### src/rtl/adpll_gear_controller.sv
// adpll_gear_controller
// Loop controller for the ring-oscillator ADPLL. It takes signed phase-error
// samples and runs them through a two-gear shift-gain PI filter with
// integrator anti-windup. A lock-detect FSM selects the gear. The filter
// output is biased and saturated into the RO frequency-select word.
//
// Pipeline for a sample accepted at edge N:
//   N   : sample captured together with the gear of the state held at that edge
//   N+1 : integrator and FSM updated, and P+I sum registered
//   N+2 : control word biased, clamped and registered; dco_valid_o pulses
module adpll_gear_controller #(
    parameter int RO_WIDTH     = 5,
    parameter int ERROR_WIDTH  = 8,
    parameter int FRAC_BITS    = 4,
    parameter int INT_WIDTH    = 16,
    parameter int BIAS         = 16,
    parameter int KP_ACQ_SHIFT = 0,
    parameter int KI_ACQ_SHIFT = 2,
    parameter int KP_TRK_SHIFT = 1,
    parameter int KI_TRK_SHIFT = 4,
    parameter int TRACK_THRESH = 4,
    parameter int LOCK_THRESH  = 1,
    parameter int TRACK_COUNT  = 4,
    parameter int LOCK_COUNT   = 16
) (
    input  logic                          fpga_clk_i,
    input  logic                          reset_i,
    input  logic                          enable_i,
    input  logic signed [ERROR_WIDTH-1:0] error_i,
    input  logic                          error_valid_i,
    output logic        [RO_WIDTH-1:0]    dco_cc_o,
    output logic                          dco_valid_o,
    output logic                          locked_o,
    output logic        [1:0]             state_o
);

    typedef enum logic [1:0] {
        ST_IDLE    = 2'd0,
        ST_ACQUIRE = 2'd1,
        ST_TRACK   = 2'd2,
        ST_LOCKED  = 2'd3
    } state_t;

    // Window counter wide enough to reach either target without wrapping.
    localparam int CNT_MAX = (LOCK_COUNT > TRACK_COUNT) ? LOCK_COUNT : TRACK_COUNT;
    localparam int CW      = $clog2(CNT_MAX + 1) + 1;
    // P+I sum carries two guard bits above the integrator.
    localparam int PW      = INT_WIDTH + 2;
    // Bias subtraction width: room for the sum plus the bias without overflow.
    localparam int SW      = INT_WIDTH + RO_WIDTH + 4;

    localparam logic [ERROR_WIDTH-1:0] ERR_MIN  = {1'b1, {(ERROR_WIDTH-1){1'b0}}};
    localparam logic [ERROR_WIDTH-1:0] ERR_MAX  = {1'b0, {(ERROR_WIDTH-1){1'b1}}};
    localparam logic [ERROR_WIDTH-1:0] TRACK_TH = ERROR_WIDTH'(TRACK_THRESH);
    localparam logic [ERROR_WIDTH-1:0] LOCK_TH  = ERROR_WIDTH'(LOCK_THRESH);
    localparam logic [CW-1:0]          TRACK_CNT = CW'(TRACK_COUNT);
    localparam logic [CW-1:0]          LOCK_CNT  = CW'(LOCK_COUNT);

    localparam logic signed [INT_WIDTH-1:0] INT_POS = {1'b0, {(INT_WIDTH-1){1'b1}}};
    localparam logic signed [INT_WIDTH-1:0] INT_NEG = {1'b1, {(INT_WIDTH-1){1'b0}}};
    localparam logic signed [SW-1:0]        BIAS_S  = SW'(BIAS);
    localparam logic signed [SW-1:0]        RO_MAX_S = SW'((1 << RO_WIDTH) - 1);
    localparam logic [RO_WIDTH-1:0]         RO_MAX  = '1;
    localparam logic [RO_WIDTH-1:0]         BIAS_RO = RO_WIDTH'(BIAS);

    // FSM state and lock-window counter
    state_t               state_q, state_d;
    logic [CW-1:0]        cnt_q, cnt_d;
    logic [CW-1:0]        cnt_inc;

    // Stage 1: captured sample and its gear
    logic                          s1_valid_q;
    logic signed [ERROR_WIDTH-1:0] s1_err_q;
    logic                          s1_trk_q;

    // Stage 2: integrator and registered P+I sum
    logic signed [INT_WIDTH-1:0]   integ_q, integ_d;
    logic                          s2_valid_q;
    logic signed [PW-1:0]          s2_pi_q;

    // Stage 3: output word
    logic [RO_WIDTH-1:0]           dco_q, dco_d;
    logic                          dco_valid_q;

    // Datapath intermediates
    logic                          accept;
    logic [ERROR_WIDTH-1:0]        s1_abs;
    logic                          in_track, in_lock;
    logic signed [INT_WIDTH-1:0]   e_ext, e_fix, p_term, i_inc;
    logic signed [INT_WIDTH:0]     isum;
    logic signed [INT_WIDTH-1:0]   isat;
    logic                          e_pos, e_neg, hold;
    logic signed [PW-1:0]          pi_sum;
    logic signed [PW-1:0]          ctrl;
    logic signed [SW-1:0]          raw;
    logic [RO_WIDTH-1:0]           dco_clamped;

    // Samples are only taken while the loop is running.
    assign accept = error_valid_i & enable_i & (state_q != ST_IDLE);

    // Saturating magnitude of the captured sample and its window tests
    always_comb begin
        s1_abs = s1_err_q;
        if (s1_err_q == ERR_MIN) begin
            s1_abs = ERR_MAX;
        end else if (s1_err_q[ERROR_WIDTH-1]) begin
            s1_abs = -s1_err_q;
        end
        in_track = (s1_abs <= TRACK_TH);
        in_lock  = (s1_abs <= LOCK_TH);
        cnt_inc  = (cnt_q == '1) ? cnt_q : cnt_q + CW'(1);
    end

    // PI arithmetic. The sign of the raw sample is used, so -2^(W-1) is not clamped here.
    always_comb begin
        e_ext  = {{(INT_WIDTH-ERROR_WIDTH){s1_err_q[ERROR_WIDTH-1]}}, s1_err_q};
        e_fix  = e_ext <<< FRAC_BITS;
        p_term = s1_trk_q ? (e_fix >>> KP_TRK_SHIFT) : (e_fix >>> KP_ACQ_SHIFT);
        i_inc  = s1_trk_q ? (e_fix >>> KI_TRK_SHIFT) : (e_fix >>> KI_ACQ_SHIFT);

        isum = {integ_q[INT_WIDTH-1], integ_q} + {i_inc[INT_WIDTH-1], i_inc};
        if (isum[INT_WIDTH] != isum[INT_WIDTH-1]) begin
            isat = isum[INT_WIDTH] ? INT_NEG : INT_POS;
        end else begin
            isat = isum[INT_WIDTH-1:0];
        end

        // Freeze the integrator while the output is pinned at a rail and the
        // error pushes further into that rail.
        e_pos = ~s1_err_q[ERROR_WIDTH-1] & (s1_err_q != '0);
        e_neg = s1_err_q[ERROR_WIDTH-1];
        hold  = ((dco_q == '0) & e_pos) | ((dco_q == RO_MAX) & e_neg);

        integ_d = integ_q;
        if (s1_valid_q && !hold) begin
            integ_d = isat;
        end

        pi_sum = {{2{integ_d[INT_WIDTH-1]}}, integ_d} + {{2{p_term[INT_WIDTH-1]}}, p_term};
    end

    // Bias and clamp the registered P+I sum at full precision.
    always_comb begin
        ctrl = s2_pi_q >>> FRAC_BITS;
        raw  = BIAS_S - {{(SW-PW){ctrl[PW-1]}}, ctrl};
        if (raw[SW-1]) begin
            dco_clamped = '0;
        end else if (raw > RO_MAX_S) begin
            dco_clamped = RO_MAX;
        end else begin
            dco_clamped = raw[RO_WIDTH-1:0];
        end
        dco_d = dco_q;
        if (s2_valid_q) begin
            dco_d = dco_clamped;
        end
    end

    // Next state and lock-window counter, advanced only by processed samples
    always_comb begin
        state_d = state_q;
        cnt_d   = cnt_q;
        if (!enable_i) begin
            state_d = ST_IDLE;
            cnt_d   = '0;
        end else begin
            case (state_q)
                ST_IDLE: begin
                    state_d = ST_ACQUIRE;
                    cnt_d   = '0;
                end
                ST_ACQUIRE: begin
                    if (s1_valid_q) begin
                        if (!in_track) begin
                            cnt_d = '0;
                        end else if (cnt_inc >= TRACK_CNT) begin
                            state_d = ST_TRACK;
                            cnt_d   = '0;
                        end else begin
                            cnt_d = cnt_inc;
                        end
                    end
                end
                ST_TRACK: begin
                    if (s1_valid_q) begin
                        if (!in_track) begin
                            state_d = ST_ACQUIRE;
                            cnt_d   = '0;
                        end else if (!in_lock) begin
                            cnt_d = '0;
                        end else if (cnt_inc >= LOCK_CNT) begin
                            state_d = ST_LOCKED;
                            cnt_d   = '0;
                        end else begin
                            cnt_d = cnt_inc;
                        end
                    end
                end
                ST_LOCKED: begin
                    if (s1_valid_q) begin
                        if (!in_track) begin
                            state_d = ST_ACQUIRE;
                            cnt_d   = '0;
                        end else if (!in_lock) begin
                            state_d = ST_TRACK;
                            cnt_d   = '0;
                        end
                    end
                end
                default: begin
                    state_d = ST_IDLE;
                    cnt_d   = '0;
                end
            endcase
        end
    end

    // FSM state register
    always_ff @(posedge fpga_clk_i) begin
        if (reset_i) begin
            state_q <= ST_IDLE;
            cnt_q   <= '0;
        end else begin
            state_q <= state_d;
            cnt_q   <= cnt_d;
        end
    end

    // Pipeline valids, integrator and output; disable flushes like reset
    always_ff @(posedge fpga_clk_i) begin
        if (reset_i || !enable_i) begin
            s1_valid_q  <= 1'b0;
            s2_valid_q  <= 1'b0;
            dco_valid_q <= 1'b0;
            integ_q     <= '0;
            dco_q       <= BIAS_RO;
        end else begin
            s1_valid_q  <= accept;
            s2_valid_q  <= s1_valid_q;
            dco_valid_q <= s2_valid_q;
            integ_q     <= integ_d;
            dco_q       <= dco_d;
        end
    end

    // Sample capture with gear snapshot, and P+I sum register
    always_ff @(posedge fpga_clk_i) begin
        if (reset_i) begin
            s1_err_q <= '0;
            s1_trk_q <= 1'b0;
            s2_pi_q  <= '0;
        end else begin
            if (accept) begin
                s1_err_q <= error_i;
                s1_trk_q <= (state_q == ST_TRACK) || (state_q == ST_LOCKED);
            end
            if (s1_valid_q) begin
                s2_pi_q <= pi_sum;
            end
        end
    end

    assign dco_cc_o    = dco_q;
    assign dco_valid_o = dco_valid_q;
    assign locked_o    = (state_q == ST_LOCKED);
    assign state_o     = state_q;

endmodule

### config.mk
export PLATFORM = sky130hd
export DESIGN_NAME = adpll_gear_controller
export DESIGN_NICKNAME = d
export VERILOG_FILES = /design/src/rtl/adpll_gear_controller.sv
export SDC_FILE = /design/constraint.sdc
export NUM_CORES = 1
export LEC_CHECK = 0
export ABC_AREA = 1
export CAP_MARGIN = 5
export CORE_ASPECT_RATIO = 0.7
export CORE_MARGIN = 8
export CORE_UTILIZATION = 50
export DETAILED_ROUTE_END_ITERATION = 16
export HOLD_SLACK_MARGIN = 0.12
export PLACE_DENSITY = 0.67
export REMOVE_ABC_BUFFERS = 1
export SLEW_MARGIN = 15
export SYNTH_ARGS = -nofsm -noshare
export SYNTH_HDL_FRONTEND = slang
export SYNTH_SLANG_ARGS = --single-unit
### constraint.sdc
create_clock -name fpga_clk_i -period 10.2 [get_ports fpga_clk_i]
set_input_delay 2.04 -clock fpga_clk_i [delete_from_list [all_inputs] [get_ports fpga_clk_i]]
set_output_delay 2.04 -clock fpga_clk_i [all_outputs]
set_load 0.02 [all_outputs]
-- Yosys cells after proc, flatten, opt, wreduce, memory -nomap -nowiden
Cells that the tools add are included.
- logic and storage cells: 87
- output and inout bits: 9
- bits of input ports: 12
- flip-flop bits (word level): 58
- order comparisons: 5
- add/subtract/negate cells: 5
- bitwise operators: 8
- reductions and logical operators: 12
- eq/ne operators: 15
- multiplexer cells: 32
- operator list (operator ; number):
    $mux 6 ; 11
    $mux 16 ; 3
    $pmux 6 s4 ; 1
    $mux 2 ; 10
    $add 16x10->17 ; 1
    $add 16x12->17 ; 1
    $mux 8 ; 2
    $gt 14x6->1 const B ; 1
    $sub 6x13->14 const A ; 1
    $mux 11 ; 1
    $mux 5 ; 2
    $mux 9 ; 1
    $ne 3x3->1 const B ; 3
    $eq 8x8->1 const B ; 1
    $le 8x1->1 const B ; 1
    $le 8x3->1 const B ; 1
    $ne 2x2->1 const B ; 4
    $neg 8->8 ; 1
    $pmux 2 s4 ; 1
    $reduce_and 8->1 ; 1
    $reduce_bool 8->1 ; 1
    $add 6x1->6 const B ; 1
    $eq 6x6->1 const B ; 1
    $ge 6x3->1 const B ; 1
    17 further kinds ; 25

-- Longest topological paths before layout
Gate-level depths: netlist (run 1).
- word-level depth: 8
- mapped depth: 35
- gate-level depth less buffers: 33

-- Worst setup path before layout (run 1)
No wires, ideal clock.
- path type: register to register
- start: reg s1_trk_q
- end: reg s2_pi_q[15]
- stages on the path, launching flop included: 34
- buffers on the path: 3
- arrival: 4563 ps
- path slack: 5521 ps
- data required time: 10084 ps
- clock period less this slack: 4679 ps
- library setup time: 116 ps
- cells stage by stage: dfxtp_1 > clkbuf_1 > clkbuf_1 > o21ai_0 > ha_1 > a21oi_1 > o21ai_0 > nand2_1 > nand4_1 > nand3_1 > nand2_1 > nand2_1 > nand2_1 > a21oi_1 > xor2_1 > inv_1 > ha_1 > buf_2 > clkinv_1 > o21ai_0 > o21ai_0 > o21ai_0 > inv_1 > ha_1 > a21oi_1 > o21ai_0 > a21oi_1 > o21ai_1 > a21oi_1 > o21bai_1 > a21oi_1 > o21ai_0 > o211ai_1 > inv_1
- cells in the longest elaborated chain, start to end: 6
- elaborated cells between the ends (all ways): 8
- classes of those cells: 2 x add/sub; 1 x eq/ne; 5 x mux
- RTL lines (item ; RTL line ; text):
    start: declaration ; 74 ; logic s1_trk_q;
    start signal: assignment ; 255 ; s1_trk_q <= (state_q == ST_TRACK) || (state_q == ST_LOCKED);
    $mux 9 (*) ; 119 ; i_inc = s1_trk_q ? (e_fix >>> KI_TRK_SHIFT) : (e_fix >>> KI_ACQ_SHIFT);
    $add 16x10->17 (*) ; 121 ; isum = {integ_q[INT_WIDTH-1], integ_q} + {i_inc[INT_WIDTH-1], i_inc};
    $mux 16 / $ne 1x1->1 (equally long branches) ; 123, 122 ;
    $mux 16 (*) ; 122 ; if (isum[INT_WIDTH] != isum[INT_WIDTH-1]) begin
    $mux 16 (*) ; 135 ; if (s1_valid_q && !hold) begin
    named net integ_d[8] ; 77 ; logic signed [INT_WIDTH-1:0] integ_q, integ_d;
    $add 16x12->17 (*) ; 139 ; pi_sum = {{2{integ_d[INT_WIDTH-1]}}, integ_d} + {{2{p_term[INT_WIDTH-1]}}, p_term};
    end signal: assignment ; 258 ; s2_pi_q <= pi_sum;
    end: declaration ; 79 ; logic signed [PW-1:0] s2_pi_q;
The timed path passes the listed nets; every way through them passes the cells marked *.
A chain may end at the register's enable or synchronous reset.

-- Worst setup path after layout (run 1)
- start: reg s1_err_q[7]
- end: reg s2_pi_q[15]
- cells in the longest elaborated chain, start to end: 8
- elaborated cells between the ends (all ways): 16
- classes of those cells: 2 x add/sub; 1 x eq/ne; 5 x mux; 5 x bitwise; 3 x reduce/logical
- RTL lines (item ; RTL line ; text):
    start: declaration ; 73 ; logic signed [ERROR_WIDTH-1:0] s1_err_q;
    start signal: assignment ; 254 ; s1_err_q <= error_i;
    parallel branches: the longest is 6 deep, another holds $add 16x10->17 ; -- ;
    $mux 16 (*) ; 135 ;
    named net integ_d[8] ; 77 ;
    $add 16x12->17 (*) ; 139 ;
Mark *: on every way through the listed nets, which the timed path passes.

==> results.sh, run 1 <==
export IMPL_cts_buffer_depth=2
export IMPL_fin_crit_sh=0.549
export IMPL_gp_congestion=0.946
export IMPL_rsz0062_at_grt="no"
export IMPL_avgSynthCellArea_um2=6.66
export IMPL_cts_tree="built"
export IMPL_crit_end="s2_pi_q[15]"
export IMPL_finalSetupTns_ns=0
export IMPL_ir_drop_mv=0.109
export IMPL_initial_core_util=0.506
export IMPL_vias_per_cell=5.39
export IMPL_grt_pass1_wl_mm=17.7
export IMPL_postCtsHoldBufs=0
export IMPL_met2_usage=0.264
export IMPL_rows=28
export IMPL_cts_max_level=2
export IMPL_cts_repair_resized=0
export IMPL_ys_types=45
export IMPL_required_ns=10.40
export IMPL_ys_ff_latch=54
export IMPL_synth_edf_count=0
export IMPL_met3_usage=0.0442
export IMPL_post_cts_buffers=0
export IMPL_path_clk_slew_ns=0.07
export IMPL_synth_area_mm2=0.00422
export IMPL_ctsRootBufferMaster="clkbuf_16"
export IMPL_synth_xor_area_share=0.0477
export IMPL_layout_cells_non_filler=755
export IMPL_grt_pass1_vias=3784
export IMPL_skew_ns=0.00586
export IMPL_synthAdderAreaFrac=0.119
export IMPL_io_buffers=20
export IMPL_dp_cells=747
export IMPL_drive_above_1_share=0.0877
export IMPL_fillers=828
export IMPL_via_count=4067
export IMPL_drv_slew=0
export IMPL_final_antenna_net_count=0
export IMPL_crit_top_cell="o21ai_0"
export IMPL_seq_area_mm2=0.00108
export IMPL_insertion_delay_ns=0.30
export IMPL_crit_start="s1_err_q[7]"
export IMPL_finalCriticalPeriod_ns=5.60
export IMPL_ys_flop_type="dfxtp_1"
export IMPL_crit_arrival_ns=5.80
export IMPL_tightest_slew_ns=0.810
export IMPL_critPathKind="reg -> reg"
export IMPL_grt_max_degree=25
export IMPL_cp_max_fo=20
export IMPL_die_area_mm2=0.0117
export IMPL_gr_usage_all_layers=0.182
export IMPL_async_flop_share=0
export IMPL_slowest_stage="dfxtp_1"
export IMPL_core_area_mm2=0.00834
export IMPL_die_h_um=92.9
export IMPL_multi_input_area_mm2=0.00274
export IMPL_finalHoldViolations=0
export IMPL_muxShareOfSynthArea=0
export IMPL_grtUsageMet1=0.265
export IMPL_wl_per_cell_um=13.7
export IMPL_final_common_cell="nand2_1"
export IMPL_firstDrtPassIters=5
export IMPL_antennaDiodeCount=0
export IMPL_cts_sinks=54
export IMPL_netlist_instances=634
export IMPL_fp_dieW_um=126
export IMPL_hold_path_class="reg -> reg"
export IMPL_drc_errors=0
export IMPL_yosys_warnings=0
export IMPL_critPathMaxStageDelay_ns=0.85
export IMPL_synth_seq_area_share=0.256
export IMPL_r2r_end="s2_pi_q[15]"
export IMPL_power_density_mw_per_mm2=117
export IMPL_synth_simple_area_share=0.288
export IMPL_slew_headroom=0.459
export IMPL_final_cell_mix="141 x nand2_1, 78 x inv_1, 66 x a21oi_1, 54 x dfxtp_1, 48 x nor2_1"
export IMPL_reg2regPathDepth=31
export IMPL_regToRegSetupSlack_ns=4.60
export IMPL_synth_top_family_by_area="simple AND/OR/NAND/NOR gates"
export IMPL_max_cap_violations=0
export IMPL_start_kind="flop"
export IMPL_synth_compound_area_frac=0.193
export IMPL_clock_fmax_mhz=178
export IMPL_cts_buffers=5
export IMPL_drt_wl_total_mm=10.3
export IMPL_grt_busiest_layer="met1"
export IMPL_antenna_found_initial=0
export IMPL_p_leak_nw=2.32
export IMPL_fin_nets=700
export IMPL_pin_count=21
export IMPL_setup_violations=0
export IMPL_hpwl_mm=8.17
export IMPL_syn_to_final_growth_pct=10.6
export IMPL_drt_iter0_markers=311
export IMPL_r2r_start="s1_err_q[7]"
export IMPL_overflow=0
export IMPL_status="completed"
export IMPL_endpoint_kind="flop"
[worst min path at each step]
stage                        endpoint  slack (ns)  cells after the start  startpoint
after detailed placement         flop        0.46                      2        flop
final                            flop        0.47                      2        flop
after floorplan           dco_cc_o[4]        0.45                      1  s2_valid_q
after global placement           flop        0.46                      2        flop
after CTS                        flop        0.47                      2        flop
after global routing      dco_cc_o[4]        0.50                      1  s2_valid_q
[power breakdown]
| group | switching (W) | internal, W |
|---|---|---|
| Clock | 0.0000830 | 0.000116 |
| Combinational | 0.0000742 | 0.0000448 |
| Sequential | 0.00000924 | 0.000217 |
[worst max-delay path: cells and delay by family, from the launching register on]
family	cells	cell delay [ns]
compound gates	14	1.95
fa+ha+maj	3	1.14
flops	1	0.85
simple gates	9	0.85
buf+inv	4	0.50
xor+xnor	1	0.22
[metrics by stage]
| step | util | total power (W) | hold WS (ns) | area [um2] | setup slack, ns |
|---|---|---|---|---|---|
| after floorplan | - | 0.000318 | 0.445 | 4160 | 5.62 |
| after detailed placement | 0.540 | 0.000349 | 0.463 | 4500 | 4.68 |
| after CTS | 0.560 | 0.000548 | 0.474 | 4670 | 4.64 |
| after global placement | 0.540 | 0.000347 | 0.458 | 4500 | 5.01 |
| after global routing | 0.560 | 0.000573 | 0.497 | 4670 | 3.98 |
| final | 0.560 | 0.000544 | 0.475 | 4670 | 4.60 |
[Yosys cell counts (6+ instances only)]
cell,instances,area share
nor3_1,6,0.0071
nand2_1,141,0.13
clkbuf_1,9,0.0080
o21ai_0,45,0.053
a21oi_1,66,0.078
dfxtp_1,54,0.26
o21ai_1,14,0.017
inv_1,78,0.069
xor2_1,18,0.037
ha_1,37,0.11
nand2_2,7,0.010
nand3_1,30,0.036
inv_2,13,0.012
nor2_1,48,0.043
[sequential cells by signal (all words and copies together), names as in the netlist, named ones only]
name         count
state_o          2
s1_valid_q       1
dco_valid_o      1
dco_cc_o         5
integ_q         13
cnt_q            6
s1_trk_q         1
s2_pi_q         13
s1_err_q         8
s2_valid_q       1
[metal layers]
layer,wire (um),vias to the layer above
met5,0,-
met4,94,0
met3,690,11
met2,4010,128
met1,5510,1823
li1,-,2105
[area by class of cell]
type                    count  share of cell area
clock inverters             3             0.00964
flip-flops and latches     54               0.231
repair buffers             21              0.0445
clock buffers               5              0.0268
multi-input cells         475               0.586
inverters                  92              0.0739
well taps                 105              0.0281
[kinds of logic (layout without fill, tap and decap cells)]
family	count (synthesis)	after routing
xor+xnor	23	23
flops	54	54
simple gates	265	265
buf+inv	105	121
compound gates	148	148
fa+ha+maj	39	39
Power figures use the tool's default switching activity.
==> inputs of run 2 (changes only) <==
--- a/config.mk
+++ b/config.mk
@@ -12,7 +12,7 @@
 export CORE_UTILIZATION = 50
 export DETAILED_ROUTE_END_ITERATION = 16
 export HOLD_SLACK_MARGIN = 0.12
-export PLACE_DENSITY = 0.67
+export PLACE_DENSITY = 0.7
 export REMOVE_ABC_BUFFERS = 1
 export SLEW_MARGIN = 15
 export SYNTH_ARGS = -nofsm -noshare
==> constraint.sdc (replaced) <==
create_clock -name fpga_clk_i -period 5.03 [get_ports fpga_clk_i]
set_input_delay 1.006 -clock fpga_clk_i [delete_from_list [all_inputs] [get_ports fpga_clk_i]]
set_output_delay 1.006 -clock fpga_clk_i [all_outputs]
set_load 0.02 [all_outputs]
==> run 2 against run 1 <==
Against the previous run: first-iteration DRC count decreased by 3.9%; sequential share of layout area down 0.93 points; count of clock-buffer cells in the layout unchanged; hold slack got worse by 0.0022 ns.
==> results.sh, run 2 (synthesis gave the netlist of run 1 again) <==
export IMPL_grt_max_degree=22
export IMPL_p_total_w=0.00113
export IMPL_io_buffers=20
export IMPL_endpoint_kind="flop"
export IMPL_via_count=4149
export IMPL_fin_nets=712
export IMPL_cts_sinks=54
export IMPL_hpwl_mm=8.34
export IMPL_drv_slew=0
export IMPL_skew_ns=0.00439
export IMPL_tightest_slew_ns=0.633
export IMPL_syn_to_final_growth_pct=15.3
export IMPL_rows=28
export IMPL_cts_buffer_depth=2
export IMPL_drt_iter0_markers=299
export IMPL_max_cap_violations=0
export IMPL_cts_buffers=5
export IMPL_crit_arrival_ns=4.81
export IMPL_firstDrtPassIters=5
export IMPL_grt_pass1_vias=3817
export IMPL_pre_cts_slack_ns=0.0121
export IMPL_placed_area_mm2=0.00453
export IMPL_overflow=0
export IMPL_drive_above_1_share=0.133
export IMPL_pin_count=21
export IMPL_p_leak_nw=2.38
export IMPL_required_ns=5.23
export IMPL_p_int_w=0.000779
export IMPL_finalCriticalPeriod_ns=4.61
export IMPL_core_area_mm2=0.00834
export IMPL_vias_per_cell=5.41
export IMPL_cp_max_fo=15
export IMPL_clockPowerShare=0.359
export IMPL_die_area_mm2=0.0117
export IMPL_hold_path_class="reg -> reg"
export IMPL_die_h_um=92.9
export IMPL_slew_headroom=0.577
export IMPL_power_density_mw_per_mm2=231
export IMPL_postLayoutCellArea_mm2=0.00487
export IMPL_path_clk_slew_ns=0.07
export IMPL_clock_fmax_mhz=217
export IMPL_critPathKind="reg -> reg"
export IMPL_final_antenna_net_count=0
export IMPL_fin_crit_sh=0.916
export IMPL_wl_per_cell_um=14.0
export IMPL_final_common_cell="nand2_1"
export IMPL_drc_errors=0
export IMPL_status="completed"
export IMPL_postCtsHoldBufs=0
export IMPL_antenna_found_initial=0
export IMPL_seq_power_share=0.404
export IMPL_largest_registers="integ_q x13, s2_pi_q x13, s1_err_q x8"
export IMPL_fillers=787
export IMPL_antennaDiodeCount=0
export IMPL_fp_dieW_um=126
export IMPL_initial_core_util=0.506
export IMPL_critPathMaxStageDelay_ns=0.36
export IMPL_setup_ws_ns=0.421
export IMPL_netSwitchingFraction=0.309
export IMPL_p_switching_w=0.000348
export IMPL_grt_pass1_wl_mm=17.9
export IMPL_final_cell_mix="141 x nand2_1, 77 x inv_1, 61 x a21oi_1, 54 x dfxtp_1, 47 x nor2_1"
export IMPL_finalHoldViolations=0
export IMPL_start_kind="flop"
export IMPL_insertion_delay_ns=0.30
export IMPL_crit_top_cell="nand2_1"
export IMPL_gp_congestion=0.966
export IMPL_ir_drop_mv=0.159
export IMPL_finalSetupTns_ns=0
export IMPL_slowest_stage="ha_1"
export IMPL_cts_max_level=2
export IMPL_power_frac_comb=0.238
export IMPL_gr_usage_all_layers=0.183
export IMPL_cts_tree="built"
export IMPL_drt_wl_total_mm=10.7
export IMPL_ctsRootBufferMaster="clkbuf_16"
export IMPL_fin_util=0.584
export IMPL_setup_violations=0
[run 2: area by class of cell]
cell class	instances	area, um2	area share
multi-input combinational	475	2830	0.582
clock inverter	3	45.0	0.00925
inverter	92	350	0.0720
sequential	54	1080	0.222
tap	105	131	0.0270
clock buffer	5	125	0.0257
timing repair buffer	33	302	0.0619
[run 2: power by group through the flow]
stage	logic [W]	clock network (W)	registers (W)
2_1_floorplan	0.000179	0	0.000467
3_3_place_gp	0.000243	0	0.000464
3_5_place_dp	0.000248	0	0.000464
4_1_cts	0.000250	0.000408	0.000454
5_1_grt	0.000298	0.000427	0.000457
6_report	0.000268	0.000404	0.000455
[run 2: timing repair]
item / in CTS / in global routing
setup endpoints to repair: 1 / 7
buffers inserted: 0 / 8
gates resized for setup: 1 / 32
pin swaps: 0 / 6
[run 2: per-stage QoR]
stage	cells	hold slack, ns
3_5_place_dp	751	0.465
3_3_place_gp	751	0.458
5_1_grt	767	0.491
2_1_floorplan	621	0.445
6_report	767	0.473
4_1_cts	759	0.473
[run 2: worst max-delay path: cells and delay by family (launching register included)]
family	cells	cell delay (ns)
xor+xnor	1	0.21
fa+ha+maj	3	0.98
buf+inv	6	0.56
simple gates	15	1.29
flops	1	0.31
compound gates	7	1.13
[run 2: path summary, 6_finish.rpt]
kind                            startpoint          end  slack, ns  cells past startpoint
worst max-delay path              s1_trk_q  s2_pi_q[16]       0.42                     32
worst max register to register    s1_trk_q  s2_pi_q[16]       0.42                     32
worst min-delay path            s2_valid_q  dco_cc_o[4]       0.47                      1
worst min register to register  s2_valid_q  dco_cc_o[4]       0.47                      1
[run 2: routing by layer]
metal  track usage  up-vias  wire length (um)
met3        0.0338       15               654
li1              -     2137                 -
met5             0        -                 0
met1         0.265     1892              5650
met2         0.275      105              4320
met4        0.0389        0               114
